## src/rtl/grf_pkg.sv

```systemverilog
// Shared constants and packed-bus helpers for the GRF family.
package grf_pkg;

   localparam int unsigned GRF_DATA_W = 32;
   localparam int unsigned GRF_ADDR_W = 5;
   localparam int unsigned GRF_CNT_W  = 2;

   // Base bit of port idx within a packed bus of width-sized fields.
   function automatic int unsigned slice_base(input int unsigned idx, input int unsigned width);
      return idx * width;
   endfunction

endpackage

```

## src/rtl/grf_sb_cnt.sv

```systemverilog
// Per-register pending-write counter: saturating up by one, down by up to
// NUM_WR retirements per cycle, with flush and overflow/underflow events.
module grf_sb_cnt
   import grf_pkg::*;
#(
   parameter int unsigned CNT_W = GRF_CNT_W,
   parameter int unsigned DEC_W = 2
) (
   input  logic             clk_i,
   input  logic             rst_ni,
   input  logic             en_i,
   input  logic             inc_i,
   input  logic [DEC_W-1:0] dec_i,
   input  logic             flush_i,
   output logic [CNT_W-1:0] count_o,
   output logic             ovf_o,
   output logic             unf_o
);

   localparam int unsigned SW = CNT_W + DEC_W + 1;
   localparam logic signed [SW-1:0] CNT_MAX = SW'((1 << CNT_W) - 1);

   logic [CNT_W-1:0]     count_q, count_d;
   logic signed [SW-1:0] sum;

   // Next count: flush wins; an overflowing increment is dropped, an
   // underflowing decrement clamps to zero.
   always_comb begin
      count_d = count_q;
      ovf_o   = 1'b0;
      unf_o   = 1'b0;
      sum     = $signed(SW'(count_q)) + $signed(SW'(inc_i)) - $signed(SW'(dec_i));
      if (flush_i) begin
         count_d = '0;
      end else if (en_i) begin
         if (sum > CNT_MAX) begin
            ovf_o   = 1'b1;
            count_d = count_q;
         end else if (sum[SW-1]) begin
            unf_o   = 1'b1;
            count_d = '0;
         end else begin
            count_d = sum[CNT_W-1:0];
         end
      end
   end

   // Counter state register.
   always_ff @(posedge clk_i or negedge rst_ni) begin
      if (!rst_ni) count_q <= '0;
      else         count_q <= count_d;
   end

   assign count_o = count_q;

endmodule

```

## src/rtl/grf_mp_sb.sv

```systemverilog
// Multi-port register file with optional write-to-read bypass and an
// integrated per-register pending-write scoreboard.
module grf_mp_sb
   import grf_pkg::*;
#(
   parameter int unsigned DATA_W   = GRF_DATA_W,
   parameter int unsigned ADDR_W   = GRF_ADDR_W,
   parameter int unsigned NUM_RD   = 2,
   parameter int unsigned NUM_WR   = 2,
   parameter bit          BYPASS   = 1'b1,
   parameter bit          ZERO_REG = 1'b1,
   parameter int unsigned CNT_W    = GRF_CNT_W
) (
   input  logic                     clk,
   input  logic                     reset,
   input  logic [NUM_RD*ADDR_W-1:0] rd_addr,
   output logic [NUM_RD*DATA_W-1:0] rd_data,
   output logic [NUM_RD-1:0]        rd_pending,
   input  logic [NUM_WR-1:0]        wr_en,
   input  logic [NUM_WR*ADDR_W-1:0] wr_addr,
   input  logic [NUM_WR*DATA_W-1:0] wr_data,
   input  logic [NUM_WR-1:0]        wr_retire,
   input  logic                     alloc_en,
   input  logic [ADDR_W-1:0]        alloc_addr,
   input  logic                     flush,
   output logic                     sb_overflow,
   output logic                     sb_underflow
);

   localparam int unsigned NREG  = 1 << ADDR_W;
   localparam int unsigned DEC_W = $clog2(NUM_WR + 1);

   logic [DATA_W-1:0] mem_q [NREG];
   logic [DATA_W-1:0] mem_d [NREG];
   logic [CNT_W-1:0]  cnt   [NREG];
   logic [NREG-1:0]   ovf_evt, unf_evt;
   logic              ovf_q, ovf_d, unf_q, unf_d;

   // Write ports applied in ascending order so the highest index wins.
   always_comb begin : p_wr
      logic [ADDR_W-1:0] wa;
      mem_d = mem_q;
      for (int unsigned p = 0; p < NUM_WR; p++) begin
         wa = wr_addr[slice_base(p, ADDR_W) +: ADDR_W];
         if (wr_en[p] && !(ZERO_REG && (wa == '0)))
            mem_d[wa] = wr_data[slice_base(p, DATA_W) +: DATA_W];
      end
   end

   // Register array storage.
   always_ff @(posedge clk or negedge reset) begin
      if (!reset) begin
         for (int unsigned r = 0; r < NREG; r++) mem_q[r] <= '0;
      end else begin
         mem_q <= mem_d;
      end
   end

   for (genvar r = 0; r < NREG; r++) begin : g_sb
      logic             inc;
      logic [DEC_W-1:0] dec;

      // Allocation hit and number of retiring writes aimed at this register.
      always_comb begin
         inc = alloc_en && (alloc_addr == ADDR_W'(r));
         dec = '0;
         for (int unsigned p = 0; p < NUM_WR; p++) begin
            if (wr_en[p] && wr_retire[p] &&
                (wr_addr[slice_base(p, ADDR_W) +: ADDR_W] == ADDR_W'(r)))
               dec = dec + DEC_W'(1);
         end
      end

      grf_sb_cnt #(
         .CNT_W (CNT_W),
         .DEC_W (DEC_W)
      ) u_cnt (
         .clk_i   (clk),
         .rst_ni  (reset),
         .en_i    (!(ZERO_REG && (r == 0))),
         .inc_i   (inc),
         .dec_i   (dec),
         .flush_i (flush),
         .count_o (cnt[r]),
         .ovf_o   (ovf_evt[r]),
         .unf_o   (unf_evt[r])
      );
   end

   // Read ports: zero register, then bypass from the highest matching
   // write port, else stored value; pending drops early on the last retire.
   always_comb begin : p_rd
      logic [ADDR_W-1:0] ra, pa;
      logic [DATA_W-1:0] rv;
      logic [CNT_W-1:0]  cv;
      logic              ret, pend;
      rd_data    = '0;
      rd_pending = '0;
      for (int unsigned i = 0; i < NUM_RD; i++) begin
         ra  = rd_addr[slice_base(i, ADDR_W) +: ADDR_W];
         rv  = mem_q[ra];
         cv  = cnt[ra];
         ret = 1'b0;
         for (int unsigned p = 0; p < NUM_WR; p++) begin
            pa = wr_addr[slice_base(p, ADDR_W) +: ADDR_W];
            if (BYPASS && wr_en[p] && (pa == ra))
               rv = wr_data[slice_base(p, DATA_W) +: DATA_W];
            if (wr_en[p] && wr_retire[p] && (pa == ra))
               ret = 1'b1;
         end
         pend = (cv != '0);
         if (BYPASS && (cv == CNT_W'(1)) && ret) pend = 1'b0;
         if (ZERO_REG && (ra == '0)) begin
            rv   = '0;
            pend = 1'b0;
         end
         rd_data[slice_base(i, DATA_W) +: DATA_W] = rv;
         rd_pending[i] = pend;
      end
   end

   assign ovf_d = ovf_q | (|ovf_evt);
   assign unf_d = unf_q | (|unf_evt);

   // Sticky scoreboard error flags, cleared only by reset.
   always_ff @(posedge clk or negedge reset) begin
      if (!reset) begin
         ovf_q <= 1'b0;
         unf_q <= 1'b0;
      end else begin
         ovf_q <= ovf_d;
         unf_q <= unf_d;
      end
   end

   assign sb_overflow  = ovf_q;
   assign sb_underflow = unf_q;

endmodule

```

## config.mk

```make
export PLATFORM = sky130hd
export DESIGN_NAME = grf_mp_sb
export DESIGN_NICKNAME = d
export VERILOG_FILES = /design/src/rtl/grf_pkg.sv /design/src/rtl/grf_sb_cnt.sv /design/src/rtl/grf_mp_sb.sv
export SDC_FILE = /design/constraint.sdc
export NUM_CORES = 2
export LEC_CHECK = 0
export CORE_ASPECT_RATIO = 0.6
export CORE_UTILIZATION = 45
export DETAILED_ROUTE_END_ITERATION = 7
export PLACE_DENSITY = 0.6
export SLEW_MARGIN = 20
export SYNTH_ARGS = -nofsm -noshare
export SYNTH_HDL_FRONTEND = slang
export SYNTH_HIERARCHICAL = 1
export SYNTH_SLANG_ARGS = --single-unit
```

## constraint.sdc

```tcl
create_clock -name clk -period 2.85 [get_ports clk]
set_clock_uncertainty 0.15 [all_clocks]
set_input_delay 0.285 -clock clk [delete_from_list [all_inputs] [get_ports clk]]
set_output_delay 0.285 -clock clk [all_outputs]
set_load 0.02 [all_outputs]
```

==> metrics.md <==
| Metric | Value |
|---|---|
| Result of the run | complete, but fails checks |
| Failing checks | negative setup slack |
| NetSw | roughly 0.018 W |
| Cell count of the worst reg-to-reg path | 12 |
| Growth of design area from synthesis to finish | 26.1% |
| Family of cells with the greatest summed delay on the critical path | compound AO/OA/AOI/OAI gates |
| Category of the most critical setup path | flip-flop to output port |
| Critical path launch point type | flip-flop |
| Global placement routability congestion | 0.984 |
| Cell Chain, Critical Path | mux4_2 -> a22oi_2 -> nand4_1 -> o31ai_4 -> nor3_2 -> buf_6 |
| FMAX | between 0.3 and 0.4 GHz |
| Wire length per cell after detailed routing | about 32 µm |
| Overall global routing resource usage | between 30% and 40% |
| Critical register-to-register path endpoint | sb_overflow |
| Register-to-Register Setup Slack | -0.04 ns |
| Ys async rst share | 100% |
| Via density per instance | ~6.5 |
| Slowest stage cell on the critical path | sky130_fd_sc_hd__mux4_2 |
| Ratio of final minimum period to clock period | 114% |
| Switching part of the total power | between 30% and 40% |
| Proportion of layout cells with a drive suffix above 1 | roughly 30% |
| Cell total after placement | between 10000 and 15000 |
| Final Routed Wirelength | 333000 µm |
| Filler Cell Count | 13800 |
| Post-detailed-route count of antenna-violating nets | 0 |
| Post-detail-place hpwl | 225000 µm |
| Most frequent cells in the layout | sky130_fd_sc_hd__dfrtp_1, sky130_fd_sc_hd__mux2i_1, sky130_fd_sc_hd__buf_4, sky130_fd_sc_hd__nor2_1, sky130_fd_sc_hd__a21oi_1 |
| Instance count along the most critical hold path | 3 |
| Setup violation total in the final timing report | 59 |
| Worst endpoint data arrival time | 2.81 ns |
| Capturing element type of the critical path | output port |
| Peak ir drop on the vdd network | between 0.5 and 0.6 mV |
| Vertical extent of the die | approximately 320 µm |
| Cell-internal power | about 0.037 W |
| Number of I/O pins | roughly 170 |
| Largest area contributor in the synthesized netlist | sky130_fd_sc_hd__dfrtp_1 |
| Syn avg cell area | approximately 10 µm² |
| Total overflow reported by the global router | 0 |
| Clock Latency Late Sink | 0.77 ns |
| Clock slew seen by the registers of the worst setup and hold paths | around 0.070 ns |
| X dimension of the die | roughly 530 µm |
| Antenna violations before repair | 4 |
| Number of max-slew violations in the final report | 0 |
| DR iter-0 viols | around 10000 |
| Yosys warning total | 6 |
| Commonest non-fill, non-tap cell in the layout | sky130_fd_sc_hd__dfrtp_1 |
| Power per Cell Area | around 580 nW/µm² |
| Sequential Power Share | between 40% and 50% |
| First-pass GRT wire length | between 400000 and 500000 µm |
| Worst R2R Start | g_sb[29].u_cnt/count_o[0] |
| Drc violations | 0 |
| Num rows | 115 |
| Largest cells by area after synthesis | sky130_fd_sc_hd__dfrtp_1, sky130_fd_sc_hd__mux4_2, sky130_fd_sc_hd__mux2i_1 |
| Post-synth top area share | a little over a third |
| Highest cell delay on the worst timing path | 0.54 ns |
| Leakage power total | just over 40 nW |
| RSZ-0062 raised after global routing | true |
| Hold path start | wr_data[58] |
| Number of clock buffers inserted by TritonCTS | around 110 |
| Via count of the first global-routing pass | around 65000 |
| Post-synth design cell area | between 70000 and 80000 µm² |
| Min-Delay Path Class | input pin to flip-flop |
| Period minus WS final | 3.24 ns |
| TritonCTS clock tree | built |
| Distinct cells, synth | 69 |
| Total count of hold-check failures in the final report | 0 |
| Sum of buffers and inverters on the critical path | 1 |
| Pin count of the biggest net entering global routing | around 120 |
| Measured slew at the worst slew-check pin | 1.19 ns |
| Max-capacitance violation count | 0 |
| Standard cell core area | about 160000 µm² |
| Count of buffers from port buffering | 164 |
| Maximum fanout encountered on the critical timing path | 3 |
| Finished Layout Cells | between 10000 and 15000 |
| Effective utilization at floorplan | a little under half |
| Smallest hold slack | 0.0682 ns |
| CTS root buffer | sky130_fd_sc_hd__clkbuf_16 |
| Clk sink count | approximately 1100 |
| H-tree Lvls | 3 |
| Total of flip-flops plus latches after synthesis | approximately 1100 |
| Endpoint required time on the critical path | ~2.4 ns |
| Worst-case setup margin in the final layout | -0.392 ns |
| Number of enable-type register cells in the synthesized netlist | 0 |
| Maximum clock insertion buffer count | 3 |
| Vias after detailed routing | between 60000 and 70000 |
| Detailed-routing iteration count for the pre-antenna-repair pass | 7 |
| Instance count of the mapped netlist | around 7400 |
| Multi-input gate area in the final layout | around 47000 µm² |
| Fraction of power consumed by the clock network | around 28% |
| Max transition margin | about a fifth |
| Worst Hold End | mem_q[378] |
| Total Nets Final | 8400 |
| Combinational Power Share | approximately 31% |
| Most instantiated flip-flop cell in the synthesis netlist | sky130_fd_sc_hd__dfrtp_1 |
| Die Footprint | 169000 µm² |
| Share of the yosys chip area belonging to registers | a little over a third |
| Power consumption | around 0.055 W |
| Register area | approximately 27000 µm² |
## synthesized netlist by cell type, types with 68 or more instances
| cell type | number |
|---|---|
| sky130_fd_sc_hd__a21oi_1 | 707 |
| sky130_fd_sc_hd__buf_2 | 130 |
| sky130_fd_sc_hd__buf_4 | 75 |
| sky130_fd_sc_hd__clkbuf_1 | 524 |
| sky130_fd_sc_hd__dfrtp_1 | 1090 |
| sky130_fd_sc_hd__ha_1 | 128 |
| sky130_fd_sc_hd__inv_1 | 167 |
| sky130_fd_sc_hd__mux2i_1 | 1080 |
| sky130_fd_sc_hd__mux4_2 | 550 |
| sky130_fd_sc_hd__nand2_1 | 640 |
| sky130_fd_sc_hd__nand2b_1 | 73 |
| sky130_fd_sc_hd__nand3_1 | 81 |
| sky130_fd_sc_hd__nor2_1 | 899 |
| sky130_fd_sc_hd__o21ai_0 | 380 |
| sky130_fd_sc_hd__o21ai_1 | 134 |
| sky130_fd_sc_hd__o22ai_1 | 68 |
## worst max-delay path by stage
stage / startpoint / to / depth (start not counted)
floorplan: wr_en[0] / sb_overflow / 16
global placement: wr_addr[8] / sb_overflow / 17
detailed placement: wr_addr[0] / sb_overflow / 16
CTS: g_sb[9].u_cnt/count_o[1] / rd_pending[1] / 8
global route: g_sb[6].u_cnt/count_o[1] / rd_pending[0] / 8
finish: g_sb[8].u_cnt/count_o[1] / rd_pending[0] / 6
## power groups by stage
stage,Sequential [W],Combinational [W],Clock [W]
floorplan,0.0213,0.0103,0
global placement,0.0222,0.0146,0
detailed placement,0.0225,0.0151,0
CTS,0.0222,0.0161,0.0157
global route,0.0228,0.0179,0.0163
finish,0.0224,0.0170,0.0157
## cell type report
type                            instances  share of cell area, %
Tap cell                             2223                   2.93
Inverter                              188                  0.750
Clock buffer                          161                   3.44
Clock inverter                         39                  0.485
Timing Repair Buffer                 1328                   14.2
Antenna cell                            6                 0.0158
Sequential cell                      1090                   28.7
Multi-Input combinational cell       5394                   49.4
## repair_timing
action / in CTS / in global routing
pin swaps: 187 / 150
setup buffers: 108 / 38
gates resized for setup: 531 / 193
hold endpoints to repair: 878 / 0
hold buffers: 3 / 0
gates cloned: 5 / 1
setup endpoints to repair: 106 / 82
## state kept, by name (all words and copies together), names as in the netlist
name	cells
g_sb.u_cnt/count_o	64
sb_overflow	1
sb_underflow	1
mem_q	1024
## kinds of logic after synthesis
family	after synthesis	synth area share, %
xor gates and xnor gates	20	0.233
buffers and inverters	998	5.64
other	2	0.00998
AOI/OAI and AO/OA	1585	12.6
and+or+nand+nor	1902	10.6
adders and majority gates	192	3.83
DFF	1090	36.2
muxes	1631	30.8
## per-layer routing
| metal | track usage [%] | share of wire [%] | vias up |
|---|---|---|---|
| li1 | - | - | 28200 |
| met1 | 55.4 | 40 | 33900 |
| met2 | 51.4 | 39 | 5279 |
| met3 | 16.8 | 16 | 932 |
| met4 | 16.1 | 4.8 | 6 |
| met5 | 0.426 | 0.039 | - |
## tightest hold or removal path, cell delays in order
cell and delay, ns:
sky130_fd_sc_hd__clkdlybuf4s50_1 0.49, sky130_fd_sc_hd__nand2_1 0.09, sky130_fd_sc_hd__o21ai_1 0.07
## stage by stage
stage	util (%)	setup TNS, ns	setup slack, ns	area (µm²)
5_1_grt	57.5	-11.06	-0.387	94900
3_3_place_gp	53.1	-168.78	-1.39	87600
4_1_cts	56.9	-9.08	-0.369	93800
2_1_floorplan	-	-3.47	-0.449	75900
6_report	57.5	-8.70	-0.392	94900
3_5_place_dp	53.1	-175.13	-1.44	87600
(Power assumes the default switching activity.)
